$ cat config.mk
export PLATFORM = sky130hd
export DESIGN_NAME = i2s_tx_scheduler
export DESIGN_NICKNAME = d
export VERILOG_FILES = /design/src/rtl/i2s_pkg.sv /design/src/rtl/i2s_chan_buffer.sv /design/src/rtl/i2s_tx_scheduler.sv
export SDC_FILE = /design/constraint.sdc
export NUM_CORES = 1
export LEC_CHECK = 0
export ABC_AREA = 1
export ABC_CLOCK_PERIOD_IN_PS = 2500
export CORE_ASPECT_RATIO = 1.2
export CORE_MARGIN = 2
export CORE_UTILIZATION = 25
export DETAILED_ROUTE_END_ITERATION = 12
export HOLD_SLACK_MARGIN = 0.06
export REMOVE_ABC_BUFFERS = 1
export SLEW_MARGIN = 20
export SYNTH_ARGS = -nofsm -noshare
export SYNTH_HDL_FRONTEND = slang
export SYNTH_SLANG_ARGS = --single-unit
$ cat constraint.sdc
create_clock -name sck -period 2.5 [get_ports sck]
set_input_delay 0.5 -clock sck [delete_from_list [all_inputs] [get_ports sck]]
set_output_delay 0.5 -clock sck [all_outputs]
set_load 0.005 [all_outputs]
$ cat src/rtl/i2s_pkg.sv
// rtl/i2s_pkg.sv - shared I2S transmit types and default geometry
package i2s_pkg;

    typedef enum logic {
        CH_LEFT  = 1'b0,
        CH_RIGHT = 1'b1
    } ch_e;

    typedef enum logic {
        S_IDLE = 1'b0,
        S_RUN  = 1'b1
    } sched_state_e;

    localparam int I2S_SLOT_WIDTH = 32;
    localparam int I2S_BIT_WIDTH  = 24;

endpackage

$ cat src/rtl/i2s_chan_buffer.sv
// rtl/i2s_chan_buffer.sv - one-deep valid/ready sample holding register
module i2s_chan_buffer
    import i2s_pkg::*;
#(
    parameter int BIT_WIDTH = I2S_BIT_WIDTH
) (
    input  logic                 sck,
    input  logic                 rst,
    input  logic [BIT_WIDTH-1:0] in_data,
    input  logic                 in_valid,
    output logic                 in_ready,
    input  logic                 take,
    output logic                 full,
    output logic [BIT_WIDTH-1:0] data
);

    logic                 full_q, full_d;
    logic [BIT_WIDTH-1:0] data_q, data_d;

    // take only happens while full and accept only while empty, so they never collide
    always_comb begin
        full_d = full_q;
        data_d = data_q;
        if (take) begin
            full_d = 1'b0;
        end
        if (in_valid && !full_q) begin
            data_d = in_data;
            full_d = 1'b1;
        end
    end

    always_ff @(posedge sck or posedge rst) begin
        if (rst) begin
            full_q <= 1'b0;
            data_q <= '0;
        end else begin
            full_q <= full_d;
            data_q <= data_d;
        end
    end

    assign in_ready = !full_q;
    assign full     = full_q;
    assign data     = data_q;

endmodule

$ cat src/rtl/i2s_tx_scheduler.sv
// rtl/i2s_tx_scheduler.sv - I2S slot framing and L/R serializer sharing; I2S_TX_SCHED_UNDERRUN_CNT_EN adds underrun_cnt
module i2s_tx_scheduler
    import i2s_pkg::*;
#(
    parameter int BIT_WIDTH  = I2S_BIT_WIDTH,
    parameter int SLOT_WIDTH = I2S_SLOT_WIDTH
) (
    input  logic                 sck,
    input  logic                 rst,
    input  logic                 en,
    input  logic [BIT_WIDTH-1:0] l_data,
    input  logic                 l_valid,
    output logic                 l_ready,
    input  logic [BIT_WIDTH-1:0] r_data,
    input  logic                 r_valid,
    output logic                 r_ready,
    output logic                 ws,
    output logic [BIT_WIDTH-1:0] ser_sample,
    output logic                 ser_valid,
    output logic                 underrun
`ifdef I2S_TX_SCHED_UNDERRUN_CNT_EN
    ,
    output logic [15:0]          underrun_cnt
`endif
);

    localparam int CNT_W = $clog2(SLOT_WIDTH);
    localparam logic [CNT_W-1:0] LAST_BIT = CNT_W'(SLOT_WIDTH - 1);

    sched_state_e         state_q, state_d;
    logic [CNT_W-1:0]     bit_cnt_q, bit_cnt_d;
    ch_e                  ch_q, ch_d;
    logic                 ws_q, ws_d;
    logic                 ser_valid_q, ser_valid_d;
    logic [BIT_WIDTH-1:0] ser_sample_q, ser_sample_d;
    logic                 underrun_q, underrun_d;

    logic                 slot_start;
    ch_e                  new_ch;
    logic                 l_take, r_take;
    logic                 l_full, r_full;
    logic [BIT_WIDTH-1:0] l_buf, r_buf;

    i2s_chan_buffer #(.BIT_WIDTH(BIT_WIDTH)) u_left (
        .sck      (sck),
        .rst      (rst),
        .in_data  (l_data),
        .in_valid (l_valid),
        .in_ready (l_ready),
        .take     (l_take),
        .full     (l_full),
        .data     (l_buf)
    );

    i2s_chan_buffer #(.BIT_WIDTH(BIT_WIDTH)) u_right (
        .sck      (sck),
        .rst      (rst),
        .in_data  (r_data),
        .in_valid (r_valid),
        .in_ready (r_ready),
        .take     (r_take),
        .full     (r_full),
        .data     (r_buf)
    );

    always_comb begin
        state_d      = state_q;
        bit_cnt_d    = bit_cnt_q;
        ch_d         = ch_q;
        ws_d         = ws_q;
        ser_valid_d  = 1'b0;
        ser_sample_d = ser_sample_q;
        underrun_d   = 1'b0;
        slot_start   = 1'b0;
        new_ch       = CH_LEFT;
        l_take       = 1'b0;
        r_take       = 1'b0;

        case (state_q)
            S_IDLE: begin
                if (en) begin
                    state_d    = S_RUN;
                    bit_cnt_d  = '0;
                    ch_d       = CH_LEFT;
                    new_ch     = CH_LEFT;
                    slot_start = 1'b1;
                end
            end
            S_RUN: begin
                if (bit_cnt_q == LAST_BIT) begin
                    bit_cnt_d = '0;
                    // stopping is only allowed once the right slot has fully gone out
                    if (ch_q == CH_RIGHT && !en) begin
                        state_d = S_IDLE;
                        ch_d    = CH_LEFT;
                        ws_d    = 1'b0;
                    end else begin
                        new_ch     = (ch_q == CH_LEFT) ? CH_RIGHT : CH_LEFT;
                        ch_d       = new_ch;
                        slot_start = 1'b1;
                    end
                end else begin
                    bit_cnt_d = bit_cnt_q + CNT_W'(1);
                end
            end
            default: state_d = S_IDLE;
        endcase

        if (slot_start) begin
            ws_d        = (new_ch == CH_RIGHT);
            ser_valid_d = 1'b1;
            if (new_ch == CH_LEFT) begin
                if (l_full) begin
                    ser_sample_d = l_buf;
                    l_take       = 1'b1;
                end else begin
                    ser_sample_d = '0;
                    underrun_d   = 1'b1;
                end
            end else begin
                if (r_full) begin
                    ser_sample_d = r_buf;
                    r_take       = 1'b1;
                end else begin
                    ser_sample_d = '0;
                    underrun_d   = 1'b1;
                end
            end
        end
    end

    always_ff @(posedge sck or posedge rst) begin
        if (rst) begin
            state_q      <= S_IDLE;
            bit_cnt_q    <= '0;
            ch_q         <= CH_LEFT;
            ws_q         <= 1'b0;
            ser_valid_q  <= 1'b0;
            ser_sample_q <= '0;
            underrun_q   <= 1'b0;
        end else begin
            state_q      <= state_d;
            bit_cnt_q    <= bit_cnt_d;
            ch_q         <= ch_d;
            ws_q         <= ws_d;
            ser_valid_q  <= ser_valid_d;
            ser_sample_q <= ser_sample_d;
            underrun_q   <= underrun_d;
        end
    end

    assign ws         = ws_q;
    assign ser_valid  = ser_valid_q;
    assign ser_sample = ser_sample_q;
    assign underrun   = underrun_q;

`ifdef I2S_TX_SCHED_UNDERRUN_CNT_EN
    logic [15:0] underrun_cnt_q, underrun_cnt_d;

    always_comb begin
        underrun_cnt_d = underrun_cnt_q;
        if (underrun_d && underrun_cnt_q != 16'hFFFF) begin
            underrun_cnt_d = underrun_cnt_q + 16'd1;
        end
    end

    always_ff @(posedge sck or posedge rst) begin
        if (rst) begin
            underrun_cnt_q <= '0;
        end else begin
            underrun_cnt_q <= underrun_cnt_d;
        end
    end

    assign underrun_cnt = underrun_cnt_q;
`endif

endmodule
==> results.yml, run 1 <==
outcome:
  run_status: "complete, no violations"
yosys:
  synth_ff_type: "dfrtp_1"
  synth_area_um2: 4071
  synth_edf_count: 0
  syn_area_per_cell_um2: 7.416
  ys_ff_latch: 84
  syn_inst: 549
  ys_warn_count: 0
  ys_top_cells_by_count: "302 x nand2_1, 84 x dfrtp_1, 53 x inv_1"
  async_reset_ff_share_pct: 100.0
  synth_top_area_cell: "dfrtp_1"
  synth_top_cell_area_share_pct: 51.63
  synth_top_cells_by_area: "dfrtp_1 52%, nand2_1 28%, nand3_1 6.0%"
  synthDistinctLibCells: 20
  yosysSeqAreaShare_pct: 51.63
  synth.most_common_cell: "nand2_1"
critical_path:
  critPathTopFamily: "simple AND/OR/NAND/NOR gates"
  critical_path_class: "flip-flop to flip-flop"
  critPathMaxFanout: 28
  worst_ep_arrival_time_ns: 2.17
  crit_chain: "ha_1 > nand2_1 > nor2_1 > ha_1 > nand3_2 > o21ai_1 > nor2_1"
  path_buf_inv: 0
  startpoint_type: "flip-flop"
  max_stage_delay_ns: 0.50
  worstPathRequired_ns: 2.72
  worst_setup_path_end_kind: "flip-flop"
  cp_slowest_cell: "nand3_2"
global_routing:
  grt_first_pass_wirelength_um: 17970
  grt.overflow.total: 0
  grtUsageTotal_pct: 13.38
  grt_max_degree: 85
  grt_pass1_vias: 3494
  antenna_found_initial: 0
power:
  vdd_drop_max_mv: 0.3977
  swShare_pct: 34.49
  pwr-share-clk_pct: 24.7
  p_int_uw: 3971
  combPwrFrac_pct: 36.3
  p_leak_uw: 0.003021
  p_per_area_nw_per_um2: 1127
  seq_power_share_pct: 38.9
  power.total_uw: 6062
  p_sw_uw: 2090
drt:
  wl_um: 10760
  routedWlPerCell_um: 12.82
  drt_iter0_drc: 132
  vias_per_cell: 4.033
  dr.pass1.iters: 4
  post-route-drc-count: 0
  ant_nets: 0
  vias: 3384
floorplan:
  die_area_um2: 17330
  coreArea_um2: 16080
  initial_core_util_pct: 25.32
  die_w_um: 120.5
  rows: 51
  io_pins: 82
  chipHeight_um: 143.8
timing:
  worst_pin_slew_ns: 0.5924
  fin_worst_skew_ns: 0.005317
  fmax_mhz: 512.6
  rsz0062_at_grt: "no"
  layout_min_cycle_time_ns: 1.951
  setup_viol: 0
  fin_crit_sh_pct: 78.03
  slew_headroom_pct: 60.41
  hold_viol: 0
  maxSlewViolCount: 0
placed_design:
  dpl.hpwl_um: 7165
  port_buffers: 81
  placed_cells: 823
  gp_congestion: 0.7382
cts:
  root_buffer: "clkbuf_16"
  path_clk_slew_ns: 0.06
  cts_tree: "built"
  ctsLongestPathBuffers: 2
  postCtsSetupRepairBufs: 0
  cts.sinks: 84
  ctsResizeCount: 0
  clk_latency_ns: 0.33
  cts_hold_buf: 0
  htree_num_levels: 3
  numCtsBuffers: 9
finish:
  n_fill_cell: 1716
  drive_gt1_share_pct: 6.220
  regArea_um2: 2102
  synthToLayoutAreaGrowth_pct: 32.15
  final_nets: 677
  multi_input_area_um2: 1556
  antenna_cells: 0
  fin_cells: 839
flow_run:
  maxCapViolCount: 0
worst_hold_path:
  hold_class: "flip-flop to flip-flop"
## power groups by stage
stage | Clock (µW) | Sequential [µW] | Combinational, µW
6_report | 1500 | 2360 | 2200
5_1_grt | 1600 | 2440 | 2600
4_1_cts | 1530 | 2370 | 2260
3_5_place_dp | 0 | 2380 | 2250
3_3_place_gp | 0 | 2370 | 2220
2_1_floorplan | 0 | 2340 | 1250
## layout make-up
class,count,share of cell area (%)
Sequential cell,84,39.07
Multi-Input combinational cell,377,28.93
Timing Repair Buffer,91,16.70
Tap cell,212,4.930
Clock buffer,11,4.326
Inverter,59,4.186
Clock inverter,5,1.860
## cell usage in the layout, fill, tap and decap left out, types with 3 or more instances in the layout
master / instances
nand2_1: 302
dfrtp_1: 84
clkdlybuf4s50_1: 81
inv_1: 52
nand3_1: 49
clkbuf_16: 9
buf_4: 9
nor2_1: 8
inv_2: 5
o21ai_0: 5
nand2_2: 4
clkinv_2: 3
bufinv_16: 3
## worst min-delay path: cells and delay by family, from the launching register on
kind	cells	cell delay [ns]
DFF	1	0.34
and+or+nand+nor	2	0.10
## registers in the layout, summed over array words and instances (netlist names), 5 cells and up
register	flops
u_right.data	24
u_left.data	24
ser_sample	24
bit_cnt_q	5
## kinds of logic after synthesis
family / Yosys count / share of synthesized area (%)
AO/OA/AOI/OAI: 8 / 1.168
flip-flops: 84 / 51.63
AND/OR/NAND/NOR: 367 / 36.45
buffers and inverters: 88 / 10.14
adder cells (fa/ha/maj): 2 / 0.6145
## path summary, 6_finish.rpt
path	depth (start not counted)	endpoint	slack [ns]	from
worst min register to register	2	u_left.data[10]$_DFFE_PP0P_	0.47	u_left.data[10]$_DFFE_PP0P_
worst max register to register	7	underrun$_DFF_PP0_	0.55	bit_cnt_q[0]$_DFFE_PP0P_
worst min-delay path	2	u_left.data[10]$_DFFE_PP0P_	0.47	u_left.data[10]$_DFFE_PP0P_
max in group asynchronous	3	ser_valid$_DFF_PP0_	1.54	rst
worst max-delay path	7	underrun$_DFF_PP0_	0.55	bit_cnt_q[0]$_DFFE_PP0P_
min in group asynchronous	3	u_right.data[5]$_DFFE_PP0P_	0.58	rst
## through the flow
| stage | hold slack (ns) | setup TNS (ns) | cell area [µm²] | utilization, % | setup slack [ns] |
|---|---|---|---|---|---|
| global placement | 0.4529 | 0 | 5047 | 31.39 | 0.5029 |
| detailed placement | 0.4579 | 0 | 5047 | 31.39 | 0.5215 |
| CTS | 0.4724 | 0 | 5380 | 33.46 | 0.5026 |
| global route | 0.4884 | 0 | 5380 | 33.46 | 0.2692 |
| finish | 0.4692 | 0 | 5380 | 33.46 | 0.5493 |
| floorplan | 0.4417 | -13.87 | 3882 | - | -0.1651 |
## per-layer routing
layer | track usage (%) | routed length, µm
met5 | 0 | 0
met3 | 2.738 | 326
met2 | 23.28 | 5372
met1 | 16.38 | 4851
met4 | 4.712 | 206
Power figures use the tool's default switching activity.
==> run 2, diff against run 1 <==
--- a/config.mk
+++ b/config.mk
@@ -6,7 +6,7 @@
 export NUM_CORES = 1
 export LEC_CHECK = 0
 export ABC_AREA = 1
-export ABC_CLOCK_PERIOD_IN_PS = 2500
+export ABC_CLOCK_PERIOD_IN_PS = 1750
 export CORE_ASPECT_RATIO = 1.2
 export CORE_MARGIN = 2
 export CORE_UTILIZATION = 25
==> constraint.sdc (replaced) <==
create_clock -name sck -period 1.75 [get_ports sck]
set_input_delay 0.35 -clock sck [delete_from_list [all_inputs] [get_ports sck]]
set_output_delay 0.35 -clock sck [all_outputs]
set_load 0.005 [all_outputs]
==> run 2 against run 1 <==
Against the previous run: non-clock buffer count rose by 7; worst setup slack worse by 0.49 ns; combinational power rose by 48%; first-iteration DRC count down 16%; largest cell class unchanged; highest routed layer unchanged.
==> results.yml, run 2 (synthesized netlist as in run 1, its figures left out) <==
outcome:
  run_status: "complete, no violations"
cts:
  htree_num_levels: 3
  path_clk_slew_ns: 0.06
  ctsLongestPathBuffers: 2
  numCtsBuffers: 9
  root_buffer: "clkbuf_16"
  clk_latency_ns: 0.35
  cts_tree: "built"
  cts_hold_buf: 0
  cts.sinks: 84
finish:
  n_fill_cell: 1730
  synthToLayoutAreaGrowth_pct: 34.70
  fin_cells: 846
  antenna_cells: 0
  final_common_cell: "nand2_1"
  final_nets: 684
  regArea_um2: 2102
  drive_gt1_share_pct: 8.517
  final_cell_mix: "299 x nand2_1, 84 x dfrtp_1, 81 x clkdlybuf4s50_1"
  multi_input_area_um2: 1577
critical_path:
  startpoint_type: "flip-flop"
  worstPathRequired_ns: 1.40
  rrSetupSlack_ns: 0.13
  critPathMaxFanout: 3
  worst_ep_arrival_time_ns: 1.34
  worst_setup_path_end_kind: "primary output"
  critical_path_class: "flip-flop to primary output"
  rr_worst_depth: 10
  cp-endpoint: "l_ready"
  startpoint: "u_left.full$_DFFE_PP0P_"
  timing.rr.end: "u_left.full$_DFFE_PP0P_"
  r2r_start: "bit_cnt_q[0]$_DFFE_PP0P_"
power:
  vdd_drop_max_mv: 0.4912
  p_per_area_nw_per_um2: 1547
  p_leak_uw: 0.003065
floorplan:
  die_w_um: 120.5
  io_pins: 82
  die_area_um2: 17330
  initial_core_util_pct: 25.32
  rows: 51
  chipHeight_um: 143.8
  coreArea_um2: 16080
timing:
  setup_viol: 0
  slew_headroom_pct: 73.60
  fmax_mhz: 591.5
  worst_hold_slack_ns: 0.3283
  rsz0062_at_grt: "yes"
  fin_worst_skew_ns: 0.006502
  layout_min_cycle_time_ns: 1.691
  worst_pin_slew_ns: 0.3955
  fin_crit_sh_pct: 96.60
  maxSlewViolCount: 0
  hold_viol: 0
placed_design:
  placed_cells: 829
  gp_congestion: 0.7460
  port_buffers: 81
  dpl.hpwl_um: 7355
drt:
  vias_per_cell: 4.041
  drt_iter0_drc: 111
  post-route-drc-count: 0
  ant_nets: 0
  vias: 3419
  dr.pass1.iters: 4
  wl_um: 10820
  routedWlPerCell_um: 12.79
flow_run:
  maxCapViolCount: 0
global_routing:
  antenna_found_initial: 0
  grt_pass1_vias: 3480
  grt.overflow.total: 0
  grtUsageTotal_pct: 13.56
  grt_first_pass_wirelength_um: 17940
  grt_max_degree: 35
worst_hold_path:
  hold_class: "primary input to async pin"
-- run 2: changes by cell type in the layout (fill, tap and decap cells not counted), sizes merged --
| cell | before | now |
|---|---|---|
| clkinvlp | 0 | 1 |
| buf | 10 | 17 |
| clkinv | 3 | 4 |
| bufinv | 3 | 0 |
| clkbuf | 11 | 12 |
-- run 2: how the worst min path moves through the flow --
stage	end	slack [ns]
3_5_place_dp	u_right.data[16]$_DFFE_PP0P_	0.46
3_3_place_gp	u_right.data[19]$_DFFE_PP0P_	0.45
6_report	ser_sample[15]$_DFFE_PP0P_	0.33
4_1_cts	ser_sample[15]$_DFFE_PP0P_	0.33
5_1_grt	ser_sample[15]$_DFFE_PP0P_	0.36
2_1_floorplan	u_left.data[0]$_DFFE_PP0P_	0.44
-- run 2: final cells by class --
| class | instances | share of cell area, % |
|---|---|---|
| sequential | 84 | 38.33 |
| multi-input combinational | 377 | 28.75 |
| timing repair buffer | 98 | 18.62 |
| clock buffer | 12 | 4.860 |
| tap | 212 | 4.837 |
| inverter | 59 | 4.198 |
| clock inverter | 4 | 0.4107 |
-- run 2: metrics by stage --
step	worst slack [ns]	area [µm²]	util, %	setup TNS, ns	power (µW)
floorplan	-0.7651	3882	-	-64.27	5120
global placement	0.09150	5142	31.98	0	6616
detailed placement	0.04039	5142	31.98	0	6668
CTS	0.01594	5431	33.78	0	8543
global route	-0.01832	5484	34.10	-0.07352	9261
finish	0.05945	5484	34.10	0	8482
-- run 2: report_power, final --
| part | total (µW) | switching, µW | internal [µW] | leakage (µW) |
|---|---|---|---|---|
| logic | 3260 | 1710 | 1550 | 0.00186 |
| clock network | 1840 | 768 | 1070 | 0.000144 |
| registers | 3380 | 562 | 2820 | 0.00106 |
| total | 8480 | 3040 | 5440 | 0.00307 |
-- run 2: critical path, stage by stage (launching register included) --
cell             delay, ns
dfrtp_1               0.40
inv_2                 0.09
clkdlybuf4s50_1       0.51
-- run 2: routing by layer --
metal  vias to the layer above  share of wire (%)  track usage (%)
met5                         -                  0                0
met4                         0                2.2            6.610
met1                      1545                 44            16.52
met3                        13                3.9            2.024
met2                        59                 50            23.37
li1                       1802                  -                -
-- run 2: what timing repair did --
item	4_1_cts	5_1_grt
endpoints found under the setup margin	0	28
gates resized for setup	0	14
setup buffers	0	1
==> run 3, diff against run 2 <==
==> constraint.sdc (replaced) <==
create_clock -name sck -period 1.75 [get_ports sck]
set_input_delay 0.35 -clock sck [delete_from_list [all_inputs] [get_ports sck]]
set_output_delay 0.35 -clock sck [all_outputs]
set_load 0.02 [all_outputs]
==> run 3 against run 2 <==
Against the previous run: clock power rose by 12%; sequential cell count unchanged; routed wire length down 0.43%; largest cell class unchanged.
==> results.yml, run 3 (synthesized netlist as in run 1, its figures left out) <==
global_routing:
  grt_util_met1_pct: 16.33
  antenna_found_initial: 0
  grt_pass1_vias: 3402
  met3_usage_pct: 1.786
  busiest_layer: "met2"
  grtUsageTotal_pct: 13.11
  grt_max_degree: 43
  grt_first_pass_wirelength_um: 17540
  grt_use_met2_pct: 22.57
  grt.overflow.total: 0
cts:
  clk_latency_ns: 0.34
  cts_tree: "built"
  htree_num_levels: 3
  ctsLongestPathBuffers: 2
  cts_hold_buf: 0
  numCtsBuffers: 9
  path_clk_slew_ns: 0.06
  root_buffer: "clkbuf_16"
  cts.sinks: 84
critical_path:
  critical_path_class: "flip-flop to primary output"
  critPathTopFamily: "buffers and inverters"
  startpoint_type: "flip-flop"
  max_stage_delay_ns: 0.62
  critPathMaxFanout: 2
  cp_slowest_cell: "clkdlybuf4s50_1"
  worstPathRequired_ns: 1.40
  worst_ep_arrival_time_ns: 1.35
  worst_setup_path_end_kind: "primary output"
  crit_chain: "clkdlybuf4s50_1"
  path_buf_inv: 1
power:
  vdd_drop_max_mv: 0.5366
  pwr-share-clk_pct: 22.7
  swShare_pct: 37.52
  power.total_uw: 9064
  combPwrFrac_pct: 40.1
  seq_power_share_pct: 37.2
  p_per_area_nw_per_um2: 1639
  p_sw_uw: 3401
  p_leak_uw: 0.003101
  p_int_uw: 5664
drt:
  dr.pass1.iters: 4
  wl_um: 10770
  vias: 3431
  post-route-drc-count: 0
  routedWlPerCell_um: 12.70
  ant_nets: 0
  vias_per_cell: 4.046
  drt_iter0_drc: 144
timing:
  worst_pin_slew_ns: 0.3564
  maxSlewViolCount: 0
  layout_min_cycle_time_ns: 1.697
  setup_viol: 0
  fin_worst_skew_ns: 0.006082
  rsz0062_at_grt: "yes"
  finalSetupTns_ns: 0
  fmax_mhz: 589.1
  slew_headroom_pct: 76.15
  hold_viol: 0
  fin_crit_sh_pct: 96.99
floorplan:
  initial_core_util_pct: 25.32
  chipHeight_um: 143.8
  die_w_um: 120.5
  die_area_um2: 17330
  coreArea_um2: 16080
  io_pins: 82
  rows: 51
finish:
  antenna_cells: 0
  final_cell_mix: "300 x nand2_1, 84 x dfrtp_1, 78 x clkdlybuf4s50_1"
  drive_gt1_share_pct: 8.491
  final_area_um2: 5529
  final_nets: 686
  fin_cells: 848
  synthToLayoutAreaGrowth_pct: 35.80
  final_common_cell: "nand2_1"
placed_design:
  dpl_cell_area_um2: 5145
  gp_congestion: 0.7468
  dpl.hpwl_um: 7557
  port_buffers: 81
  placed_cells: 831
worst_hold_path:
  hold_class: "primary input to async pin"
outcome:
  run_status: "complete, no violations"
flow_run:
  maxCapViolCount: 0
## run 3: cell types whose count changed in the layout (fill, tap and decap cells not counted), sizes merged
cell / delta
buf: +2
dlymetal6s2s: +1
bufinv: +2
clkdlybuf4s50: -3
dlygate4sd2: +2
clkinv: -2
## run 3: repair_timing
action / 4_1_cts / 5_1_grt
endpoints found under the setup margin: 2 / 28
buffers inserted: 0 / 1
hold endpoints to repair: 0 / 0
gates resized for setup: 2 / 18
pin swaps: 0 / 2
## run 3: area by class of cell
| type | count | area, µm² |
|---|---|---|
| Timing Repair Buffer | 100 | 1031 |
| Multi-Input combinational cell | 377 | 1582 |
| Clock inverter | 4 | 72.57 |
| Sequential cell | 84 | 2102 |
| Tap cell | 212 | 265.3 |
| Clock buffer | 12 | 246.5 |
| Fill cell | 1737 | 10550 |
| Inverter | 59 | 230.2 |
## run 3: worst paths after layout
path | start | to | slack (ns) | cells after the start
worst max register to register | bit_cnt_q[0]$_DFFE_PP0P_ | ser_sample[11]$_DFFE_PP0P_ | 0.10 | 10
min in group sck | u_left.data[11]$_DFFE_PP0P_ | u_left.data[11]$_DFFE_PP0P_ | 0.47 | 2
worst min register to register | u_left.data[11]$_DFFE_PP0P_ | u_left.data[11]$_DFFE_PP0P_ | 0.47 | 2
worst max-delay path | ser_sample[16]$_DFFE_PP0P_ | ser_sample[16] | 0.05 | 1
max in group asynchronous | rst | u_left.data[18]$_DFFE_PP0P_ | 1.01 | 3
worst min-delay path | rst | ser_sample[15]$_DFFE_PP0P_ | 0.25 | 2
## run 3: routing by layer
| layer | vias to the layer above | wire length [µm] |
|---|---|---|
| met5 | - | 0 |
| met4 | 0 | 222 |
| met3 | 13 | 414 |
| met2 | 75 | 5369 |
| met1 | 1540 | 4765 |
| li1 | 1803 | - |
## run 3: worst reg2reg max path: cells and delay by family (launching register included)
family	cells	cell delay, ns
buf+inv	2	0.25
fa+ha+maj	2	0.43
flops	1	0.39
simple gates	6	0.46
## run 3: power by group through the flow
stage	Sequential, µW	Combinational [µW]	Clock, µW
3_5_place_dp	3400	3630	0
5_1_grt	3480	4180	2170
6_report	3370	3640	2060
4_1_cts	3380	3620	2100
3_3_place_gp	3400	3580	0
2_1_floorplan	3670	1800	0
## run 3: per-stage QoR
step	worst slack, ns	utilization (%)	hold WS (ns)
after CTS	0.008879	33.96	0.2551
final	0.05264	34.38	0.2520
after floorplan	-0.7651	-	0.4417
after global routing	-0.05928	34.38	0.2641
after detailed placement	0.03895	32.00	0.4582
after global placement	0.1045	32.00	0.4528
